`src/rtl/counter_w_flag.sv`:
```
// counter_w_flag -- machine-cycle sequencer for the multi-cycle MIPS core.
//
// Free-running modulo counter whose value is the current processor phase.
// Leaves the idle value 0 after reset, then cycles 1..MAXIMUM_VALUE-1 and
// never returns to 0 except through reset. flag marks the last phase of
// each instruction.
//
// Optional feature, macro COUNTER_W_FLAG_CYCLE_CNT_EN:
//   adds output cycles[15:0], a wrapping count of completed instructions.
//
// Phase table (MAXIMUM_VALUE = 6):
//   value | meaning
//   ------+---------------------
//   0     | idle, after reset only
//   1     | FETCH
//   2     | DECODE
//   3     | EXECUTE
//   4     | WRITEBACK / UPDATEPC
//   5     | DUMMY (flag high)
module counter_w_flag #(
  parameter int MAXIMUM_VALUE = 6,
  parameter int NBITS         = 3
) (
  input  logic             clk,
  input  logic             reset,
  input  logic             enable,
  output logic             flag,
`ifdef COUNTER_W_FLAG_CYCLE_CNT_EN
  output logic [15:0]      cycles,
`endif
  output logic [NBITS-1:0] counter
);

  // Last phase value in the counter's own width.
  localparam int              LAST_INT = MAXIMUM_VALUE - 1;
  localparam logic [NBITS-1:0] LAST    = LAST_INT[NBITS-1:0];
  localparam logic [NBITS-1:0] ONE     = NBITS'(1);

  // Reject parameter sets the counter cannot represent.
  generate
    if (MAXIMUM_VALUE < 2 || MAXIMUM_VALUE > (2 ** NBITS)) begin : g_bad_param
      $error("counter_w_flag: MAXIMUM_VALUE=%0d outside 2..2**NBITS (NBITS=%0d)",
             MAXIMUM_VALUE, NBITS);
    end
  endgenerate

  logic [NBITS-1:0] counter_nxt;

  // Next-phase decode: idle, last phase and any upset value all go to 1.
  always_comb begin
    counter_nxt = counter;
    if (enable) begin
      if (counter == '0 || counter >= LAST) begin
        counter_nxt = ONE;
      end else begin
        counter_nxt = counter + ONE;
      end
    end
  end

  // Phase register; reset wins over enable.
  always_ff @(posedge clk) begin
    if (reset) begin
      counter <= '0;
    end else begin
      counter <= counter_nxt;
    end
  end

  // Last-phase decode straight off the register so the core sees it without
  // extra latency; LAST is at least 1, so idle never raises flag.
  always_comb begin
    flag = (counter == LAST);
  end

`ifdef COUNTER_W_FLAG_CYCLE_CNT_EN
  // Completed-instruction count: bumps when an enabled edge leaves the last phase.
  always_ff @(posedge clk) begin
    if (reset) begin
      cycles <= 16'd0;
    end else if (enable && flag) begin
      cycles <= cycles + 16'd1;
    end
  end
`endif

endmodule

```
`config.mk`:
```
export PLATFORM = sky130hd
export DESIGN_NAME = counter_w_flag
export DESIGN_NICKNAME = d
export VERILOG_FILES = /design/src/rtl/counter_w_flag.sv
export SDC_FILE = /design/constraint.sdc
export NUM_CORES = 1
export LEC_CHECK = 0
export ABC_AREA = 1
export CORE_AREA = 2 2 39 41
export CTS_CLUSTER_DIAMETER = 100
export DETAILED_ROUTE_END_ITERATION = 7
export DIE_AREA = 0 0 41 43
export PLACE_DENSITY = 0.43
export SYNTH_ARGS = -nofsm -noshare
export SYNTH_HDL_FRONTEND = slang
export SYNTH_SLANG_ARGS = --single-unit
```
`constraint.sdc`:
```
create_clock -name clk -period 1.12 [get_ports clk]
set_clock_uncertainty 0.05 [all_clocks]
set_input_delay 0.168 -clock clk [delete_from_list [all_inputs] [get_ports clk]]
set_output_delay 0.168 -clock clk [all_outputs]
set_load 0.01 [all_outputs]
```
==> flow_summary.toml <==
[min_path]
hp-start = "reset"
hold_path_class = "in2reg"
hold_end = "counter[0]"
min_path_cells = 4

[logic_synthesis]
synth_warnings = 0
syn_area_sq_um = 210
synthTopCellsByArea = "dfxtp_1, ha_1, inv_1"
muxShareOfSynthArea_pct = 0
synth_compound_area_share_pct = 13.1
yosysTopAreaCell = "dfxtp_1"
synth_top_area_share_pct = 28.6
synth.distinct_cells = 11
yosys.area_share.simple_pct = 24.4
seq_area_frac_synth_pct = 28.6
synthAdderAreaFrac_pct = 17.9
syn_inst = 32
synthXorXnorAreaFrac_pct = 0
synth.net_count = 38
synth_top_family_by_area = "simple AND/OR/NAND/NOR gates"
avgSynthCellArea_sq_um = 6.57
ys_ff_latch = 3

[clocking]
clkSlewWorstSetupHoldPaths_ps = 40
cts_buffers = 3
cts_max_path_buffers = 2
clock_latency_ps = 230
clock-root-buffer = "clkbuf_4"
ctsHtreeMaxLevel = 1
holdBufCountCts = 0
numClockSinks = 3
cts_tree = "done"

[sta]
rsz0062_at_grt = "true"
max_freq_mhz = 851
worstMarginPinSlew_ps = 332
finalCritPeriodShare_pct = 105
hold_viol_final = 0
slew_headroom_pct = 77.6
setup_viol = 4
fin_ws_ps = -55.3
slew_viol_final = 0
finalCriticalPeriod_ps = 1180

[place]
placed_area_sq_um = 338
dp.cells = 60
place.gp.congestion = 0.684
hpwl_um = 372
io_buffers = 6

[critical_path]
critPathMaxFanout = 3
cp.arrival_ps = 960
reg2reg_depth = 9
r2r-start = "counter[1]"
rrSetupSlack_ps = -50
end_kind = "output port"
cp.required_ps = 900
worst-setup-path-type = "reg2out"
regToRegEndpoint = "counter[0]"
start_kind = "flip-flop"

[die]
die-height_um = 43
start_util_pct = 15.2
die_w_um = 41
dieArea_sq_mm = 0.00176
core_area_sq_mm = 0.00138
top_level_ports = 7
num_rows = 14

[run]
max-cap-violations = 0

[pwr]
leakage_nw = 0.217
ir_drop_mv = 0.530
powerDensity_mw_per_mm2 = 999

[grt]
grt_overflow = 0
grt_antenna_before_repair = 0
grtUsageTotal_pct = 8.12
grt_pass1_wl_um = 917
grt_max_degree = 6
first_global_vias = 219

[final_layout]
area_delta_synth_final_pct = 110
fillCellCount = 150
layout.nets = 57
antenna_cells = 0
top_register = "counter"
top_regs = "counter (3)"
post_layout_nonfiller_instances = 66
utilization_pct = 31.8
largest_register_ffs = 3
layout-drive-gt1-share_pct = 62.0
finish.instance_area_sq_um = 440

[drt]
via_per_inst = 3.71
wl_per_cell_um = 8.71
drt_first_pass_iters = 2
drcViolationCount = 0
vias = 245
ant_nets = 0
drt-total-wl_um = 575
drt-initial-drc-count = 3

[status]
violations = "negative setup slack"
status = "complete, but fails checks"
==> placed cells by master (no fill, tap or decap) <==
| cell | netlist | final |
|---|---|---|
| clkbuf_1 | 0 | 1 |
| o211ai_1 | 1 | 1 |
| inv_2 | 1 | 3 |
| clkdlybuf4s50_1 | 0 | 2 |
| nor2_4 | 0 | 2 |
| o21ai_0 | 1 | 1 |
| nand2_1 | 7 | 5 |
| dfxtp_2 | 0 | 2 |
| dlygate4sd2_1 | 0 | 1 |
| ha_4 | 0 | 2 |
| buf_2 | 0 | 2 |
| nand3_2 | 0 | 1 |
| nand2_2 | 0 | 2 |
| clkbuf_4 | 0 | 3 |
| a21oi_2 | 0 | 2 |
| nand3_1 | 3 | 2 |
| buf_4 | 0 | 6 |
| dfxtp_4 | 0 | 1 |
| inv_1 | 8 | 5 |
| buf_6 | 0 | 3 |
| ha_2 | 0 | 1 |
| a21oi_1 | 3 | 1 |
| inv_4 | 0 | 1 |
==> power breakdown <==
part           total, mW  internal, mW  switching (mW)  leakage [nW]
registers          0.121         0.115         0.00643        0.0261
clock network      0.190         0.134          0.0562        0.0150
logic              0.129        0.0663          0.0626         0.176
total              0.440         0.315           0.125         0.217
==> per-stage QoR <==
stage | total power [mW] | setup slack (ps) | hold slack (ps) | TNS, ps
CTS | 0.423 | -104 | 507 | -347
finish | 0.440 | -55.3 | 523 | -208
floorplan | 0.162 | 15.2 | 205 | 0
detailed placement | 0.210 | -237 | 533 | -571
global route | 0.482 | -124 | 520 | -516
global placement | 0.211 | -239 | 535 | -623
==> logic make-up (layout without fill, tap and decap cells) <==
family / count (synthesis) / after routing
AOI/OAI and AO/OA: 5 / 5
adders and majority gates: 3 / 3
buffers and inverters: 9 / 27
DFF: 3 / 3
and+or+nand+nor: 12 / 12
==> timing repair <==
item                       4_1_cts  5_1_grt
setup endpoints to repair        7        4
resized for setup               22       12
buffers inserted                 1        1
pin swaps                        3        6
==> how the worst max path moves through the flow <==
| stage | startpoint | to | cells after the start |
|---|---|---|---|
| after CTS | counter[1] | flag | 5 |
| after global routing | counter[1] | counter[1] | 8 |
| after global placement | counter[1] | flag | 5 |
| after floorplan | counter[1] | counter[0] | 8 |
| final | counter[1] | flag | 5 |
| after detailed placement | counter[1] | flag | 5 |
==> area by class of cell <==
type	count	area (sq um)	share of cell area, %
multi-input combinational	20	174	39.5
timing repair buffer	14	118	26.7
sequential	3	66.3	15.1
inverter	9	36.3	8.24
clock buffer	4	26.3	5.97
tap	16	20.0	4.55
==> worst max-delay path, cell delays in order, from the launching register on <==
cell,delay [ps]
dfxtp_2,320
inv_2,60
ha_4,150
nand2_2,50
inv_2,40
buf_6,110
==> metal layers <==
metal / global-route usage [%] / vias to the layer above / part of all wire (%)
met5: 0 / - / 0
met2: 8.44 / 6 / 52
met1: 11.5 / 105 / 43
met4: 4.00 / 0 / 0
met3: 6.28 / 0 / 5.0
li1: - / 134 / -
==> Yosys cell counts <==
| cell | n |
|---|---|
| a21oi_1 | 3 |
| nor2_1 | 1 |
| o211ai_1 | 1 |
| o21ai_0 | 1 |
| dfxtp_1 | 3 |
| nand3_1 | 3 |
| nor2_2 | 1 |
| inv_1 | 8 |
| inv_2 | 1 |
| ha_1 | 3 |
| nand2_1 | 7 |
No activity file was read; power rests on OpenSTA's default activity.
